## src/rtl/apo_noc_pkg.sv

```systemverilog
// Shared constants for the 5-node circulant C(5; 1, 2) router.
//   N2         packet width, bit N2-1 is the valid/emulation flag
//   VALID_BIT  index of the valid flag
//   PORT_*     input port indices as seen by the arbiter
//   PORT_W     width of a port index
package apo_noc_pkg;

   localparam int N2        = 7;
   localparam int VALID_BIT = N2 - 1;
   localparam int NUM_PORTS = 5;
   localparam int PORT_W    = 3;

   localparam logic [PORT_W-1:0] PORT_FREE = 3'd0;
   localparam logic [PORT_W-1:0] PORT_R1R  = 3'd1;
   localparam logic [PORT_W-1:0] PORT_R2R  = 3'd2;
   localparam logic [PORT_W-1:0] PORT_R1L  = 3'd3;
   localparam logic [PORT_W-1:0] PORT_R2L  = 3'd4;

   typedef enum logic {
      OUT_EMPTY = 1'b0,
      OUT_HOLD  = 1'b1
   } out_state_e;

endpackage

```

## src/rtl/apo_port_fifo.sv

```systemverilog
// DEPTH-entry synchronous FIFO for one arbiter input.
//   clk, rst_n   clock, async active-low reset (flushes the buffer)
//   i_push       write i_data; accepted when not full, or full with a pop this cycle
//   i_pop        remove the head; ignored when empty
//   i_data       write data
//   o_data       head entry (undefined while empty)
//   o_full       count == DEPTH
//   o_empty      count == 0
module apo_port_fifo
   import apo_noc_pkg::*;
#(
   parameter int W     = 7,
   parameter int DEPTH = 2
) (
   input  logic         clk,
   input  logic         rst_n,
   input  logic         i_push,
   input  logic         i_pop,
   input  logic [W-1:0] i_data,
   output logic [W-1:0] o_data,
   output logic         o_full,
   output logic         o_empty
);

   localparam int PTR_W = (DEPTH > 1) ? $clog2(DEPTH) : 1;
   localparam int CNT_W = $clog2(DEPTH + 1);

   logic [W-1:0]     r_mem [DEPTH];
   logic [PTR_W-1:0] r_wr_ptr;
   logic [PTR_W-1:0] r_rd_ptr;
   logic [CNT_W-1:0] r_cnt;
   logic             w_do_push;
   logic             w_do_pop;

   assign o_full    = (r_cnt == CNT_W'(DEPTH));
   assign o_empty   = (r_cnt == '0);
   assign o_data    = r_mem[r_rd_ptr];
   assign w_do_pop  = i_pop & ~o_empty;
   // A pop on a full buffer frees the slot being written this same edge.
   assign w_do_push = i_push & (~o_full | w_do_pop);

   function automatic logic [PTR_W-1:0] ptr_inc(input logic [PTR_W-1:0] p);
      return (p == PTR_W'(DEPTH - 1)) ? '0 : p + 1'b1;
   endfunction

   always_ff @(posedge clk) begin
      if (w_do_push) r_mem[r_wr_ptr] <= i_data;
   end

   always_ff @(posedge clk or negedge rst_n) begin
      if (!rst_n) begin
         r_wr_ptr <= '0;
         r_rd_ptr <= '0;
         r_cnt    <= '0;
      end else begin
         if (w_do_push) r_wr_ptr <= ptr_inc(r_wr_ptr);
         if (w_do_pop)  r_rd_ptr <= ptr_inc(r_rd_ptr);
         case ({w_do_push, w_do_pop})
            2'b10:   r_cnt <= r_cnt + 1'b1;
            2'b01:   r_cnt <= r_cnt - 1'b1;
            default: r_cnt <= r_cnt;
         endcase
      end
   end

endmodule

```

## src/rtl/apo_port_arbiter_5_nodes.sv

```systemverilog
// Input-side scheduler: buffers the five router inputs and hands one packet
// at a time to the routing core, round-robin, over valid/ready.
//   clk, rst_n                 clock, async active-low reset
//   in_free/r1R/r2R/r1L/r2L    input words, ports 0..4; bit N2-1 = valid
//   in_ready                   per-port buffer not full
//   out_pkt/out_port/out_valid granted packet, its source port, valid
//   out_ready                  routing core takes out_pkt this cycle
//   drop_count                 saturating count of words lost on full buffers
//   busy                       any buffer non-empty or out_valid
//
// Output stage FSM:
//   state     | meaning
//   OUT_EMPTY | output register holds nothing, out_valid=0
//   OUT_HOLD  | output register holds a packet, out_valid=1
module apo_port_arbiter_5_nodes #(
   parameter int N2     = 7,
   parameter int DEPTH  = 2,
   parameter int PORTS  = 5,
   parameter int DROP_W = 8
) (
   input  logic              clk,
   input  logic              rst_n,
   input  logic [N2-1:0]     in_free,
   input  logic [N2-1:0]     in_r1R,
   input  logic [N2-1:0]     in_r2R,
   input  logic [N2-1:0]     in_r1L,
   input  logic [N2-1:0]     in_r2L,
   output logic [PORTS-1:0]  in_ready,
   output logic [N2-1:0]     out_pkt,
   output logic [2:0]        out_port,
   output logic              out_valid,
   input  logic              out_ready,
   output logic [DROP_W-1:0] drop_count,
   output logic              busy
);

   import apo_noc_pkg::*;

   logic [N2-1:0]     w_in_pkt  [PORTS];
   logic [N2-1:0]     w_head    [PORTS];
   logic [PORTS-1:0]  w_in_vld;
   logic [PORTS-1:0]  w_full;
   logic [PORTS-1:0]  w_empty;
   logic [PORTS-1:0]  w_pop;
   logic [PORTS-1:0]  w_drop;
   logic [2:0]        w_drop_n;
   logic [DROP_W:0]   w_drop_sum;
   logic              w_load;
   logic              w_any;
   logic [PORT_W-1:0] w_grant;
   out_state_e        r_state;
   out_state_e        w_state_nxt;
   logic [N2-1:0]     r_out_pkt;
   logic [PORT_W-1:0] r_out_port;
   logic [PORT_W-1:0] r_rr_ptr;
   logic [DROP_W-1:0] r_drop;

   assign w_in_pkt[PORT_FREE] = in_free;
   assign w_in_pkt[PORT_R1R]  = in_r1R;
   assign w_in_pkt[PORT_R2R]  = in_r2R;
   assign w_in_pkt[PORT_R1L]  = in_r1L;
   assign w_in_pkt[PORT_R2L]  = in_r2L;

   for (genvar g = 0; g < PORTS; g++) begin : g_port
      assign w_in_vld[g] = w_in_pkt[g][N2-1];
      assign w_drop[g]   = w_in_vld[g] & w_full[g] & ~w_pop[g];

      apo_port_fifo #(
         .W     (N2),
         .DEPTH (DEPTH)
      ) u_fifo (
         .clk     (clk),
         .rst_n   (rst_n),
         .i_push  (w_in_vld[g]),
         .i_pop   (w_pop[g]),
         .i_data  (w_in_pkt[g]),
         .o_data  (w_head[g]),
         .o_full  (w_full[g]),
         .o_empty (w_empty[g])
      );
   end

   assign w_load = (r_state == OUT_EMPTY) | out_ready;

   // Round-robin search: walk from the farthest offset down so the nearest
   // non-empty port to r_rr_ptr is the one left standing.
   always_comb begin
      int idx;
      w_any   = 1'b0;
      w_grant = '0;
      idx     = 0;
      for (int k = PORTS - 1; k >= 0; k--) begin
         idx = (int'(r_rr_ptr) + k) % PORTS;
         if (!w_empty[idx]) begin
            w_any   = 1'b1;
            w_grant = PORT_W'(idx);
         end
      end
   end

   always_comb begin
      w_pop = '0;
      for (int i = 0; i < PORTS; i++) begin
         w_pop[i] = w_load & w_any & (w_grant == PORT_W'(i));
      end
   end

   always_comb begin
      w_drop_n = '0;
      for (int i = 0; i < PORTS; i++) begin
         w_drop_n = w_drop_n + {2'b00, w_drop[i]};
      end
   end

   assign w_drop_sum = {1'b0, r_drop} + (DROP_W + 1)'(w_drop_n);

   always_comb begin
      w_state_nxt = r_state;
      if (w_load) w_state_nxt = w_any ? OUT_HOLD : OUT_EMPTY;
   end

   always_ff @(posedge clk or negedge rst_n) begin
      if (!rst_n) begin
         r_state    <= OUT_EMPTY;
         r_out_pkt  <= '0;
         r_out_port <= '0;
         r_rr_ptr   <= '0;
         r_drop     <= '0;
      end else begin
         r_state <= w_state_nxt;
         if (w_load && w_any) begin
            r_out_pkt  <= w_head[w_grant];
            r_out_port <= w_grant;
            r_rr_ptr   <= (w_grant == PORT_W'(PORTS - 1)) ? '0 : w_grant + 1'b1;
         end
         r_drop <= w_drop_sum[DROP_W] ? '1 : w_drop_sum[DROP_W-1:0];
      end
   end

   assign in_ready   = ~w_full;
   assign out_pkt    = r_out_pkt;
   assign out_port   = r_out_port;
   assign out_valid  = (r_state == OUT_HOLD);
   assign drop_count = r_drop;
   assign busy       = out_valid | ~(&w_empty);

endmodule

```

## config.mk

```make
export PLATFORM = sky130hd
export DESIGN_NAME = apo_port_arbiter_5_nodes
export DESIGN_NICKNAME = d
export VERILOG_FILES = /design/src/rtl/apo_noc_pkg.sv /design/src/rtl/apo_port_fifo.sv /design/src/rtl/apo_port_arbiter_5_nodes.sv
export SDC_FILE = /design/constraint.sdc
export NUM_CORES = 1
export LEC_CHECK = 0
export CAP_MARGIN = 10
export CORE_MARGIN = 8
export CORE_UTILIZATION = 53
export DETAILED_ROUTE_END_ITERATION = 8
export PLACE_DENSITY = 0.77
export SETUP_SLACK_MARGIN = 0.5
export SLEW_MARGIN = 25
export SYNTH_ARGS = -nofsm -noshare
export SYNTH_HDL_FRONTEND = slang
export SYNTH_SLANG_ARGS = --single-unit
```

## constraint.sdc

```tcl
create_clock -name clk -period 7.85 [get_ports clk]
set_input_delay 1.9625 -clock clk [delete_from_list [all_inputs] [get_ports clk]]
set_output_delay 1.9625 -clock clk [all_outputs]
set_load 0.02 [all_outputs]
```

* Word-level counts from Yosys, hierarchy flattened
Memory sizes are Yosys's and may differ from the RTL's.
Cells that the tools add are included.
** Storage, ports and cells
- Logic and storage cells :: 206
- Output and inout bits :: 25
- Register bits :: 42
- RAM bits :: 70
- Memories kept :: 5
- Input port bits :: 38
** Cells by class
- Add/subtract/negate cells :: 30
- Reductions and logical operators :: 13
- Eq/ne operators :: 19
- Bitwise gates (word level) :: 52
- Muxes and demuxes :: 56
- Div/mod/pow operators :: 5
- $lt $le $gt $ge :: 6
** Memory list
- g_port[0].u_fifo.r_mem :: depth 2, bits a word 7, rd ports 1, clocked after memory_dff 0, wr ports 1, line apo_port_fifo.sv:28 : logic [W-1:0] r_mem [DEPTH];
- g_port[1].u_fifo.r_mem :: depth 2, bits a word 7, rd ports 1, clocked after memory_dff 0, wr ports 1, line apo_port_fifo.sv:28
- g_port[2].u_fifo.r_mem :: depth 2, bits a word 7, rd ports 1, clocked after memory_dff 0, wr ports 1, line apo_port_fifo.sv:28
- g_port[3].u_fifo.r_mem :: depth 2, bits a word 7, rd ports 1, clocked after memory_dff 0, wr ports 1, line apo_port_fifo.sv:28
- g_port[4].u_fifo.r_mem :: depth 2, bits a word 7, rd ports 1, clocked after memory_dff 0, wr ports 1, line apo_port_fifo.sv:28
** Operator list (count)
- < comparator 32 x 5 -> 1 bit (second input constant) :: 5
- remainder unit 32 x 4 -> 32 bit (second input constant) :: 4
- 2-to-1 mux 1 bit :: 36
- remainder unit 4 x 4 -> 32 bit (second input constant) :: 1
- bitwise AND 1 bit :: 26
- binary-select mux 7 bit (select 3 bit) :: 1
- == test 2 bit (second input constant) :: 10
- case mux 2 bit (2 select lines) :: 5
- 2-to-1 mux 3 bit :: 6
- inverter 1 bit :: 17
- binary-select mux 1 bit (select 3 bit) :: 5
- 2-to-1 mux 7 bit :: 2
- adder 1 bit (second input constant) :: 10
- adder 2 x 1 -> 2 bit (second input constant) :: 5
- == test 2 x 1 -> 1 bit (second input constant) :: 5
- zero test 2 bit :: 5
- nonzero test 2 bit :: 5
- subtractor 2 x 1 -> 2 bit (second input constant) :: 5
- adder 8 x 3 -> 9 bit :: 1
- adder 3 x 2 -> 4 bit (second input constant) :: 2
- 2-to-1 mux 8 bit :: 1
- OR 1 bit :: 7
- adder 3 x 1 -> 3 bit :: 2
- == test 3 x 2 -> 1 bit (second input constant) :: 2
- other kinds (13) :: 13

* Logic depth before layout (Yosys ltp)
Gate-level depths: netlist (run 1).
- Depth after elaboration :: 20
- Mapped depth :: 35
- Gate-level depth less buffers :: 31

* By module
Synthesis (run 1) repeated with hierarchy kept, for this count alone.
** Second synthesis, totals
- Cell total of the unflattened synthesis :: 661
- Area total of the unflattened synthesis :: 7200.7 um^2
** By module, submodules not included
- apo_port_arbiter_5_nodes :: area an instance 3400.8 um^2, cells each 415, times used 1, sequential area each 550.5 um^2
- apo_port_fifo (g_port[0].u_fifo ...) :: area an instance 768.2 um^2, cells each 50, times used 4, sequential area each 520.5 um^2
- apo_port_fifo (g_port[1].u_fifo) :: area an instance 726.9 um^2, cells each 46, times used 1, sequential area each 520.5 um^2

* Worst setup path before layout (run 1)
Ideal clock, no wire load.
- Path kind :: reg-to-reg
- Start point :: register r_rr_ptr[0]
- End point :: register r_drop[5] (netlist: drop_count[5])
- Data arrival time :: 7.379 ns
- Required time :: 7.717 ns
- Path buffers :: 4
- Clock period less this slack :: 7.512 ns
- Stages on the path, launching flop included :: 34
- Setup time :: 0.133 ns
- Setup slack :: 0.338 ns
- Cell sequence :: dfrtp_1 > buf_2 > buf_1 > inv_1 > ha_1 > inv_1 > ha_1 > inv_1 > ha_1 > nor3_1 > nor2_1 > xnor2_1 > ha_1 > nand2b_1 > a32oi_4 > a311o_2 > a21boi_2 > a2111oi_1 > a2111oi_2 > nor3_1 > buf_6 > buf_6 > ha_1 > nand3_2 > nand2_1 > nor2_1 > fa_1 > fa_1 > ha_1 > fa_1 > a21oi_1 > nor2_1 > nand3_1 > nand3_1
** Between the ends
- Cells in the longest elaborated chain, start to end :: 20
- Elaborated cells on any way between the ends :: 61
- Those cells by class :: add/sub: 9; div: 5; eq/ne: 4; mux: 26; bitwise: 16; reduce/logical: 1
** Ends and longest elaborated chain
- start, declared :: line apo_port_arbiter_5_nodes.sv:55 : logic [PORT_W-1:0] r_rr_ptr;
- start signal, assigned :: line apo_port_arbiter_5_nodes.sv:134 : r_rr_ptr <= (w_grant == PORT_W'(PORTS - 1)) ? '0 : w_grant + 1'b1;
- adder 3 x 3 -> 4 bit :: line apo_port_arbiter_5_nodes.sv:93 : idx = (int'(r_rr_ptr) + k) % PORTS;
- remainder unit 32 x 4 -> 32 bit :: line apo_port_arbiter_5_nodes.sv:93
- binary-select mux 1 bit (select 3 bit) :: line apo_port_arbiter_5_nodes.sv:94 : if (!w_empty[idx]) begin
- 2-to-1 mux 1 bit (implied by the code) (2 in a row) :: line apo_port_arbiter_5_nodes.sv:94
- 2-to-1 mux 3 bit or 2-to-1 mux 1 bit (tied branches) (5 in a row) :: line apo_port_arbiter_5_nodes.sv:94
- == test 3 x 1 -> 1 bit (tied with other cells) :: line apo_port_arbiter_5_nodes.sv:104 : w_pop[i] = w_load & w_any & (w_grant == PORT_W'(i));
- bitwise AND 1 bit :: line apo_port_arbiter_5_nodes.sv:104
- inverter 1 bit :: line apo_port_arbiter_5_nodes.sv:66 : assign w_drop[g] = w_in_vld[g] & w_full[g] & ~w_pop[g];
- bitwise AND 1 bit :: line apo_port_arbiter_5_nodes.sv:66
- adder 1 x 1 -> 2 bit :: line apo_port_arbiter_5_nodes.sv:111 : w_drop_n = w_drop_n + {2'b00, w_drop[i]};
- adder 2 x 1 -> 3 bit :: line apo_port_arbiter_5_nodes.sv:111
- adder 3 x 1 -> 3 bit :: line apo_port_arbiter_5_nodes.sv:111
- adder 3 x 1 -> 3 bit * :: line apo_port_arbiter_5_nodes.sv:111
- adder 8 x 3 -> 9 bit * :: line apo_port_arbiter_5_nodes.sv:115 : assign w_drop_sum = {1'b0, r_drop} + (DROP_W + 1)'(w_drop_n);
- 2-to-1 mux 8 bit * :: line apo_port_arbiter_5_nodes.sv:136 : r_drop <= w_drop_sum[DROP_W] ? '1 : w_drop_sum[DROP_W-1:0];
- end signal, assigned :: line apo_port_arbiter_5_nodes.sv:136
- end, declared :: line apo_port_arbiter_5_nodes.sv:56 : logic [DROP_W-1:0] r_drop;
Every way passes the cells marked *; elsewhere a longest branch is shown, timed or not. The select of a mux whose other input is x is not followed.
A chain may end at the register's enable or synchronous reset.

* Worst setup path after layout (run 1)
- Start point :: register r_rr_ptr[1]
- End point :: register r_drop[5] (netlist: drop_count[5])
The elaborated chain is that of the path after synthesis.

==> PnR_summary.wiki, run 1 <==
{| class="wikitable"
! Metric !! Value
|-
| Clock latency on the worst-skew pair || 0.35 ns
|-
| Max Fanout on Critical Path || 8
|-
| Maximum level of the CTS H-tree || 3
|-
| Count of endpoints failing hold in the final timing report || 0
|-
| Achievable Freq || 144 MHz
|-
| Half-perimeter wire length after placement || 13,000 µm
|-
| Worst path setup slack after routing || 0.882 ns
|-
| Number of antenna violations at the first check in global routing || 0
|-
| Overall via count from detail_route || 5,505
|-
| Top-level I/O count || 63
|-
| Number of iterations in the first detailed-routing pass || 5
|-
| Die X || 129 µm
|-
| Maximum Capacitance Violations || 0
|-
| Endpoint required time on the critical path || 8.08 ns
|-
| Sum of routed wire length over all layers || 17,400 µm
|-
| Result of the run || completed
|-
| Worst hold path class || reg2reg
|-
| Vertical die dimension || 129 µm
|-
| Proportion of layout cells with a drive suffix above 1 || 0.123
|-
| GRT overflow || 0
|-
| Worst path arrival time || 7.20 ns
|-
| Clock-pin slew of the registers on the worst-case setup and hold paths || 0.08 ns
|-
| Cell count after placement || 850
|-
| Clock root buffer || clkbuf_16
|-
| Floorplan Core Area || 0.0126 mm²
|-
| Most frequent standard cell in the layout excluding fill and tap cells || edfxtp_1
|-
| Number of failing setup endpoints in the final timing report || 0
|-
| Async S/R FF share, synth || 0.375
|-
| Hold bufs inserted after CTS || 0
|-
| Number of global-route vias before repair || 5,428
|-
| Total global-route track usage || 0.209
|-
| Initial Util || 0.541
|-
| DRC errors left || 0
|-
| Diodes inserted || 0
|-
| Largest net degree at the start of global routing || 43
|-
| Worst setup EP type || flip-flop
|-
| Maximum number of buffers from clock root to sink || 2
|-
| Sinks on Clock Net || 112
|-
| Total die area || 0.0168 mm²
|-
| Average vias per placed instance || 6.31
|-
| Critical path's largest stage delay || 0.50 ns
|-
| Top flip-flop cell by instance count after synthesis || edfxtp_1
|-
| Most frequent cells in the layout || 70 x edfxtp_1, 61 x clkdlybuf4s50_1, 42 x dfrtp_1
|-
| Sequential fraction of the synthesis area || 0.462
|-
| Kind of start point of the critical path || flip-flop
|-
| Gate count after technology mapping || 635
|-
| Area growth from synthesis to final layout || 17.9%
|-
| Number of distinct library cells after synthesis || 81
|-
| Final Net Count || 766
|-
| Setup TNS || 0 ns
|-
| Synth warn || 0
|-
| Kind of critical path || reg2reg
|-
| Fraction of the cycle the final worst path needs || 0.888
|-
| Area of the mapped netlist || 0.00683 mm²
|-
| Yosys reg bits || 112
|-
| CTS Buf Count || 9
|-
| Syn Area/Cell || 10.7 µm²
|-
| Count of flip-flops with a built-in enable after synthesis || 70
|-
| Port Buf Inserts || 62
|-
| Non-filler instance count after layout || 872
|-
| CTS tree || done
|-
| Final min period || 6.97 ns
|-
| First-pass GRT wire length || 27,600 µm
|-
| Rel. slew slack || 0.541
|-
| Synth Net Count || 706
|-
| Largest clock skew in the final design || 0.00884 ns
|-
| Standard-cell rows || 41
|-
| Number of routed nets with antenna violations || 0
|-
| RSZ-0062 raised after global routing || no
|-
| Worst Setup Slack post-DPL || 0.422 ns
|-
| Slew at the pin closest to its max-slew limit || 0.686 ns
|-
| Placer congestion estimate || 0.926
|-
| Crit-path slowest cell || fa_1
|-
| Routed wirelength normalized by instance count || 19.9 µm
|-
| Pins Over Slew Limit || 0
|-
| Violation count after the first detailed-route iteration || 590
|-
| Hold Worst Slack || 0.501 ns
|}
==> synth_stat cells (4+ instances only) <==
| cell | instances | area, µm² |
|---|---|---|
| and3_1 | 6 | 37.5 |
| or4b_1 | 7 | 70.1 |
| o21ai_1 | 6 | 30.0 |
| nor3_1 | 25 | 125 |
| mux2i_1 | 23 | 230 |
| xor2_1 | 8 | 70.1 |
| xnor2_1 | 17 | 149 |
| o21a_1 | 4 | 30.0 |
| a211oi_1 | 4 | 30.0 |
| a31oi_1 | 7 | 43.8 |
| dfrtp_1 | 42 | 1050 |
| ha_1 | 30 | 375 |
| nand2b_1 | 14 | 87.6 |
| nor2_1 | 40 | 150 |
| mux2_2 | 10 | 113 |
| buf_2 | 7 | 35.0 |
| inv_1 | 26 | 97.6 |
| o31ai_1 | 4 | 30.0 |
| nor2b_1 | 23 | 144 |
| a21oi_1 | 35 | 175 |
| or2_2 | 8 | 50.1 |
| and2_1 | 4 | 25.0 |
| buf_4 | 6 | 45.0 |
| nand3_1 | 21 | 105 |
| a2111oi_0 | 7 | 61.3 |
| a22oi_1 | 4 | 30.0 |
| clkbuf_1 | 10 | 37.5 |
| buf_1 | 5 | 18.8 |
| o21ai_0 | 16 | 80.1 |
| edfxtp_1 | 70 | 2100 |
| a221oi_1 | 12 | 105 |
| a32oi_1 | 8 | 70.1 |
| nand2_1 | 31 | 116 |
| o211ai_1 | 12 | 90.1 |
| or3_1 | 5 | 31.3 |
==> area by class of cell <==
class | count | area, µm²
timing repair buffer | 80 | 753
clock inverter | 7 | 130
fill | 1008 | 4570
multi-input combinational | 463 | 3460
tap | 172 | 215
clock buffer | 9 | 225
sequential | 112 | 3150
inverter | 29 | 109
==> repair_timing <==
| item | CTS | global route |
|---|---|---|
| setup buffers | 1 | 5 |
| endpoints found under the setup margin | 6 | 8 |
| gates resized for setup | 1 | 14 |
| pin swaps | 1 | 6 |
==> sequential cells by signal, indices dropped and copies added, names as in the netlist <==
signal	cells
g_port.u_fifo.r_mem	70
g_port.u_fifo.r_cnt	10
drop_count	8
out_pkt	7
g_port.u_fifo.r_rd_ptr	5
g_port.u_fifo.r_wr_ptr	5
out_port	3
r_rr_ptr	3
out_valid	1
==> routing by layer <==
| metal | track usage | vias up | share of wire |
|---|---|---|---|
| met5 | 0 | - | 0 |
| met1 | 0.263 | 2706 | 0.42 |
| met3 | 0.0505 | 44 | 0.079 |
| li1 | - | 2519 | - |
| met4 | 0.0669 | 0 | 0.017 |
| met2 | 0.346 | 236 | 0.48 |
==> metrics by stage <==
| step | instance area, µm² | utilization |
|---|---|---|
| 2_1_floorplan | 6830 | - |
| 3_3_place_gp | 7580 | 0.601 |
| 3_5_place_dp | 7580 | 0.601 |
| 4_1_cts | 7950 | 0.630 |
| 5_1_grt | 8050 | 0.638 |
| 6_report | 8050 | 0.638 |
==> cells by family (layout without fill, tap and decap cells) <==
kind of cell	Yosys count	count (layout)	synth area share
AOI/OAI and AO/OA	162	162	0.180
buffers and inverters	60	125	0.0409
muxes	34	34	0.0524
xor gates and xnor gates	26	26	0.0361
and+or+nand+nor	208	208	0.165
adders and majority gates	33	33	0.0638
DFF	112	112	0.462
==> path summary, 6_finish.rpt <==
check                                          startpoint                         to  slack (ns)  cells after the start
worst min-delay path            g_port[1].u_fifo.r_wr_ptr  g_port[1].u_fifo.r_wr_ptr        0.50                      1
min in group asynchronous                           rst_n                out_port[0]        1.60                      1
worst max register to register                r_rr_ptr[1]              drop_count[5]        0.88                     29
worst min register to register  g_port[1].u_fifo.r_wr_ptr  g_port[1].u_fifo.r_wr_ptr        0.50                      1
max in group asynchronous                           rst_n                 out_pkt[6]        5.86                      1
worst max-delay path                          r_rr_ptr[1]              drop_count[5]        0.88                     29
==> critical path, delay by kind of cell, from the launching register on <==
family	cells	cell delay (ns)
compound gates	4	1.10
simple gates	12	1.75
xor+xnor	1	0.27
flops	1	0.40
buf+inv	3	0.34
fa+ha+maj	9	3.00
Power of run 1 is not shown: default switching activity piles up to over one toggle a cycle in this logic, so the estimate is an artifact.
==> run 2: changes to the inputs <==
--- a/config.mk
+++ b/config.mk
@@ -9,6 +9,7 @@
 export CORE_MARGIN = 8
 export CORE_UTILIZATION = 53
 export DETAILED_ROUTE_END_ITERATION = 8
+export MAX_ROUTING_LAYER = met4
 export PLACE_DENSITY = 0.77
 export SETUP_SLACK_MARGIN = 0.5
 export SLEW_MARGIN = 25
==> run 2 against run 1 <==
Against the previous run:
- hold slack lost 0.011 ns
- cell area shrank 1.3%
- setup slack gained 0.14 ns
- wire length shrank 3.1%
- sequential share of layout area grew 0.50 points
- clock skew grew 0.0090 ns
- via count shrank 4.0%
- cell count shrank 0.11%
- clock-buffer cell count is the same
- critical path type unchanged
- largest cell class unchanged
==> PnR_summary.wiki, run 2 (synthesis gave the netlist of run 1 again) <==
{| class="wikitable"
! Metric !! Value
|-
| Maximum level of the CTS H-tree || 3
|-
| Clock latency on the worst-skew pair || 0.36 ns
|-
| Standard-cell rows || 41
|-
| Final Net Count || 765
|-
| Initial Util || 0.541
|-
| Floorplan Core Area || 0.0126 mm²
|-
| Area growth from synthesis to final layout || 16.4%
|-
| Crit-path slowest cell || fa_1
|-
| Maximum number of buffers from clock root to sink || 2
|-
| Largest net degree at the start of global routing || 43
|-
| First-pass GRT wire length || 26,900 µm
|-
| RSZ-0062 raised after global routing || no
|-
| Top-level I/O count || 63
|-
| Die X || 129 µm
|-
| Endpoint required time on the critical path || 8.08 ns
|-
| Routed wirelength normalized by instance count || 19.4 µm
|-
| Worst path arrival time || 7.06 ns
|-
| Placer congestion estimate || 0.936
|-
| Total die area || 0.0168 mm²
|-
| Total global-route track usage || 0.211
|-
| Sinks on Clock Net || 112
|-
| Overall via count from detail_route || 5,287
|-
| Number of antenna violations at the first check in global routing || 0
|-
| Kind of critical path || reg2reg
|-
| Slew at the pin closest to its max-slew limit || 0.704 ns
|-
| Maximum Capacitance Violations || 0
|-
| Count of endpoints failing hold in the final timing report || 0
|-
| DRC errors left || 0
|-
| Pins Over Slew Limit || 0
|-
| Worst setup EP type || flip-flop
|-
| Clock-pin slew of the registers on the worst-case setup and hold paths || 0.07 ns
|-
| Number of global-route vias before repair || 5,116
|-
| Reg with most FFs || g_port.u_fifo.r_mem
|-
| Result of the run || completed
|-
| CTS Buf Count || 9
|-
| Proportion of layout cells with a drive suffix above 1 || 0.117
|-
| Diodes inserted || 0
|-
| Kind of start point of the critical path || flip-flop
|-
| Vertical die dimension || 129 µm
|-
| Sum of routed wire length over all layers || 16,900 µm
|-
| Top cell by count, worst path || ha_1
|-
| Setup TNS || 0 ns
|-
| Half-perimeter wire length after placement || 12,700 µm
|-
| Worst hold path class || reg2reg
|-
| Achievable Freq || 147 MHz
|-
| Hold Startpoint || g_port[0].u_fifo.r_wr_ptr
|-
| Port Buf Inserts || 62
|-
| Fraction of the cycle the final worst path needs || 0.869
|-
| Number of flip-flops under the largest register name || 70
|-
| Most frequent standard cell in the layout excluding fill and tap cells || edfxtp_1
|-
| Violation count after the first detailed-route iteration || 604
|-
| Clock root buffer || clkbuf_16
|-
| Average vias per placed instance || 6.07
|-
| Number of failing setup endpoints in the final timing report || 0
|-
| Critical register-to-register path startpoint || r_rr_ptr[0]
|-
| GRT overflow || 0
|-
| Number of iterations in the first detailed-routing pass || 5
|-
| Rel. slew slack || 0.529
|-
| Largest clock skew in the final design || 0.0179 ns
|-
| Final min period || 6.82 ns
|-
| Crit path launch || r_rr_ptr[0]
|-
| Number of routed nets with antenna violations || 0
|-
| CTS tree || done
|-
| Max Fanout on Critical Path || 7
|-
| Critical path's largest stage delay || 0.50 ns
|-
| Most frequent cells in the layout || 70 x edfxtp_1, 61 x clkdlybuf4s50_1, 42 x dfrtp_1
|}
## run 2: per-layer routing
layer / part of all wire / global-route usage / vias to the layer above
met5: 0 / - / -
met2: 0.47 / 0.326 / 172
met3: 0.059 / 0.0427 / 24
met1: 0.46 / 0.278 / 2569
li1: - / - / 2522
met4: 0.013 / 0.0560 / 0
## run 2: path summary, 6_finish.rpt
kind                                                  end  slack [ns]  cells after the start
worst max-delay path                        drop_count[5]        1.03                     29
worst min-delay path            g_port[0].u_fifo.r_wr_ptr        0.49                      1
worst max register to register              drop_count[5]        1.03                     29
worst min register to register  g_port[0].u_fifo.r_wr_ptr        0.49                      1
max in group asynchronous                      out_pkt[0]        5.86                      1
min in group asynchronous       g_port[2].u_fifo.r_wr_ptr        1.60                      1
## run 2: area by class of cell
| type | count | area [µm²] |
|---|---|---|
| flip-flops and latches | 112 | 3150 |
| repair buffers | 79 | 746 |
| inverters | 29 | 109 |
| well taps | 172 | 215 |
| multi-input cells | 463 | 3440 |
| fillers | 998 | 4670 |
| clock buffers | 9 | 225 |
| clock inverters | 7 | 60.1 |
## run 2: worst max-delay path, delay by kind of cell, from the launching register on
family | cells | cell delay [ns]
adders and majority gates | 9 | 2.99
and+or+nand+nor | 10 | 1.39
AOI/OAI and AO/OA | 6 | 1.36
DFF | 1 | 0.38
buffers and inverters | 3 | 0.35
xor gates and xnor gates | 1 | 0.25
## run 2: timing repair
action / CTS / global route
endpoints found under the setup margin: 6 / 8
hold buffers: 0 / 0
pin swaps: 0 / 5
gates resized for setup: 1 / 9
setup buffers: 0 / 4
## run 2: per-stage QoR
stage | worst slack (ns) | std cells | util | hold WS (ns) | area (µm²)
floorplan | 0.605 | 635 | - | 0.455 | 6830
global placement | 0.788 | 851 | 0.601 | 0.470 | 7590
CTS | 0.533 | 867 | 0.625 | 0.494 | 7880
detailed placement | 0.443 | 851 | 0.601 | 0.480 | 7590
finish | 1.03 | 871 | 0.630 | 0.490 | 7950
global route | 0.570 | 871 | 0.630 | 0.515 | 7950
Power of run 2 is left out for the same reason.
==> run 3: changes to the inputs <==
--- a/config.mk
+++ b/config.mk
@@ -5,14 +5,15 @@
 export SDC_FILE = /design/constraint.sdc
 export NUM_CORES = 1
 export LEC_CHECK = 0
+export ABC_AREA = 1
 export CAP_MARGIN = 10
 export CORE_MARGIN = 8
-export CORE_UTILIZATION = 53
+export CORE_UTILIZATION = 52
 export DETAILED_ROUTE_END_ITERATION = 8
 export MAX_ROUTING_LAYER = met4
-export PLACE_DENSITY = 0.77
+export PLACE_DENSITY = 0.76
 export SETUP_SLACK_MARGIN = 0.5
-export SLEW_MARGIN = 25
+export SLEW_MARGIN = 10
 export SYNTH_ARGS = -nofsm -noshare
 export SYNTH_HDL_FRONTEND = slang
 export SYNTH_SLANG_ARGS = --single-unit
==> run 3 against run 2 <==
Against the previous run:
- area after synthesis decreased by 3.9%
- synthesized cell count increased by 25%
- non-clock buffer count decreased by 2
- global-route usage decreased by 1.3 points
- fmax decreased by 1.5%
- register-to-register slack got worse by 0.11 ns
- critical path type unchanged
- largest cell class is now sequential cells
==> PnR_summary.wiki, run 3 <==
{| class="wikitable"
! Metric !! Value
|-
| Syn Area/Cell || 8.28 µm²
|-
| Final min period || 6.93 ns
|-
| Fraction of the cycle the final worst path needs || 0.883
|-
| Kind of critical path || reg2reg
|-
| Area growth from synthesis to final layout || 18.5%
|-
| Maximum level of the CTS H-tree || 3
|-
| Die X || 128 µm
|-
| Worst setup EP type || flip-flop
|-
| Port Buf Inserts || 62
|-
| Sequential fraction of the synthesis area || 0.481
|-
| Overall via count from detail_route || 5,424
|-
| Average vias per placed instance || 5.20
|-
| Count of flip-flops with a built-in enable after synthesis || 70
|-
| Achievable Freq || 144 MHz
|-
| Clock latency on the worst-skew pair || 0.36 ns
|-
| Routed wirelength normalized by instance count || 14.9 µm
|-
| Top cells by instance count after synthesis || 275 x nand2_1, 93 x nand3_1, 82 x inv_1, 70 x edfxtp_1, 50 x nor2_1
|-
| Worst hold path class || reg2reg
|-
| Initial Util || 0.526
|-
| Number of routed nets with antenna violations || 0
|-
| Number of flip-flops under the largest register name || 70
|-
| Cell taking the most area after synthesis || edfxtp_1
|-
| Most frequent cells in the layout || 275 x nand2_1, 92 x nand3_1, 81 x inv_1
|-
| Standard-cell rows || 41
|-
| Maximum number of buffers from clock root to sink || 2
|-
| Proportion of layout cells with a drive suffix above 1 || 0.0884
|-
| Half-perimeter wire length after placement || 11,600 µm
|-
| Area of the mapped netlist || 0.00656 mm²
|-
| Vertical die dimension || 128 µm
|-
| Diodes inserted || 0
|-
| Top cell by count, worst path || nand2_1
|-
| Met2 routing resource usage after global routing || 0.317
|-
| Rel. slew slack || 0.297
|-
| Number of iterations in the first detailed-routing pass || 5
|-
| Floorplan Core Area || 0.0125 mm²
|-
| Violation count after the first detailed-route iteration || 363
|-
| Sum of routed wire length over all layers || 15,600 µm
|-
| Worst path arrival time || 7.16 ns
|-
| Crit-path slowest cell || fa_1
|-
| Number of distinct library cells after synthesis || 44
|-
| Critical path's largest stage delay || 0.50 ns
|-
| Top cells by area, synth || edfxtp_1 32%, dfrtp_1 16%, nand2_1 16%, nand3_1 7.1%, ha_1 5.7%
|-
| Number of antenna violations at the first check in global routing || 0
|-
| Synth warn || 0
|-
| Non-filler instance count after layout || 1,043
|-
| Final Net Count || 937
|-
| Top flip-flop cell by instance count after synthesis || edfxtp_1
|-
| CTS tree || done
|-
| Slew at the pin closest to its max-slew limit || 1.05 ns
|-
| Number of global-route vias before repair || 5,113
|-
| Count leader, synth || nand2_1
|-
| Logic depth of the worst register-to-register path || 40
|-
| Endpoint required time on the critical path || 8.08 ns
|-
| Placer congestion estimate || 0.928
|-
| Cell count after placement || 1,015
|-
| Routing layer with the top usage in global route || met2
|-
| Top-level I/O count || 63
|-
| Clock-pin slew of the registers on the worst-case setup and hold paths || 0.08 ns
|-
| Count of endpoints failing hold in the final timing report || 0
|-
| Fillers || 1,078
|-
| Maximum Capacitance Violations || 0
|-
| DRC errors left || 0
|-
| RSZ-0062 raised after global routing || no
|-
| Cell depth of the worst min-delay path || 2
|-
| Reg with most FFs || g_port.u_fifo.r_mem
|-
| Kind of start point of the critical path || flip-flop
|-
| Sinks on Clock Net || 112
|-
| Largest clock skew in the final design || 0.0101 ns
|-
| Pins Over Slew Limit || 0
|-
| Global-route track usage on met3 || 0.0358
|-
| Number of failing setup endpoints in the final timing report || 0
|-
| Largest net degree at the start of global routing || 43
|-
| Fraction of synthesized cell area taken by the top area cell type || 0.321
|-
| Max Fanout on Critical Path || 18
|-
| Worst Setup Slack post-DPL || 0.288 ns
|-
| Most frequent standard cell in the layout excluding fill and tap cells || nand2_1
|-
| Setup TNS || 0 ns
|-
| Total die area || 0.0165 mm²
|-
| Hold Worst Slack || 0.480 ns
|-
| Worst path setup slack after routing || 0.919 ns
|-
| Gate count after technology mapping || 792
|-
| GRT overflow || 0
|-
| Synth Net Count || 863
|-
| Clock root buffer || clkbuf_16
|-
| Result of the run || completed
|-
| Grt met1 use || 0.245
|-
| First-pass GRT wire length || 24,900 µm
|-
| Async S/R FF share, synth || 0.375
|-
| Total global-route track usage || 0.198
|-
| CTS Buf Count || 9
|-
| Yosys reg bits || 112
|}
run 3: worst paths after layout:
kind	startpoint	end	slack, ns
max	r_rr_ptr[1]	drop_count[6]	0.92
min	g_port[1].u_fifo.r_wr_ptr	g_port[1].u_fifo.r_wr_ptr	0.48
max reg2reg	r_rr_ptr[1]	drop_count[6]	0.92
min reg2reg	g_port[1].u_fifo.r_wr_ptr	g_port[1].u_fifo.r_wr_ptr	0.48
max in group asynchronous	rst_n	r_rr_ptr[1]	5.36
min in group asynchronous	rst_n	r_rr_ptr[1]	1.79
run 3: what timing repair did:
action	CTS	global route
hold buffers	0	0
buffers inserted	0	12
resized for setup	3	12
pin swaps	0	4
setup endpoints to repair	8	8
run 3: per-layer routing:
metal	up-vias	part of all wire
li1	2731	-
met1	2483	0.44
met2	180	0.48
met3	30	0.061
met4	0	0.023
met5	-	0
run 3: through the flow:
step,cell area [µm²],utilization
after floorplan,6560,-
after global placement,7330,0.588
after detailed placement,7330,0.588
after CTS,7630,0.612
after global routing,7770,0.623
final,7770,0.623
run 3: final cells by class:
cell class / instances / area [µm²] / share of cell area
sequential: 112 / 3150 / 0.406
multi-input combinational: 577 / 3050 / 0.392
timing repair buffer: 77 / 728 / 0.0937
inverter: 89 / 342 / 0.0440
clock buffer: 9 / 225 / 0.0290
tap: 172 / 215 / 0.0277
clock inverter: 7 / 58.8 / 0.00757
run 3: cells by family after synthesis:
| kind of cell | synth area share |
|---|---|
| AOI/OAI and AO/OA | 0.0555 |
| xor gates and xnor gates | 0.0210 |
| adders and majority gates | 0.0664 |
| buffers and inverters | 0.0626 |
| DFF | 0.481 |
| muxes | 0.0122 |
| and+or+nand+nor | 0.301 |
run 3: critical path, delay by kind of cell, from the launching register on:
kind	cells	cell delay, ns
adder cells (fa/ha/maj)	9	2.75
AND/OR/NAND/NOR	21	2.62
buffers and inverters	7	0.51
flip-flops	1	0.46
AO/OA/AOI/OAI	2	0.29
XOR/XNOR	1	0.20
Power of run 3 is left out for the same reason.
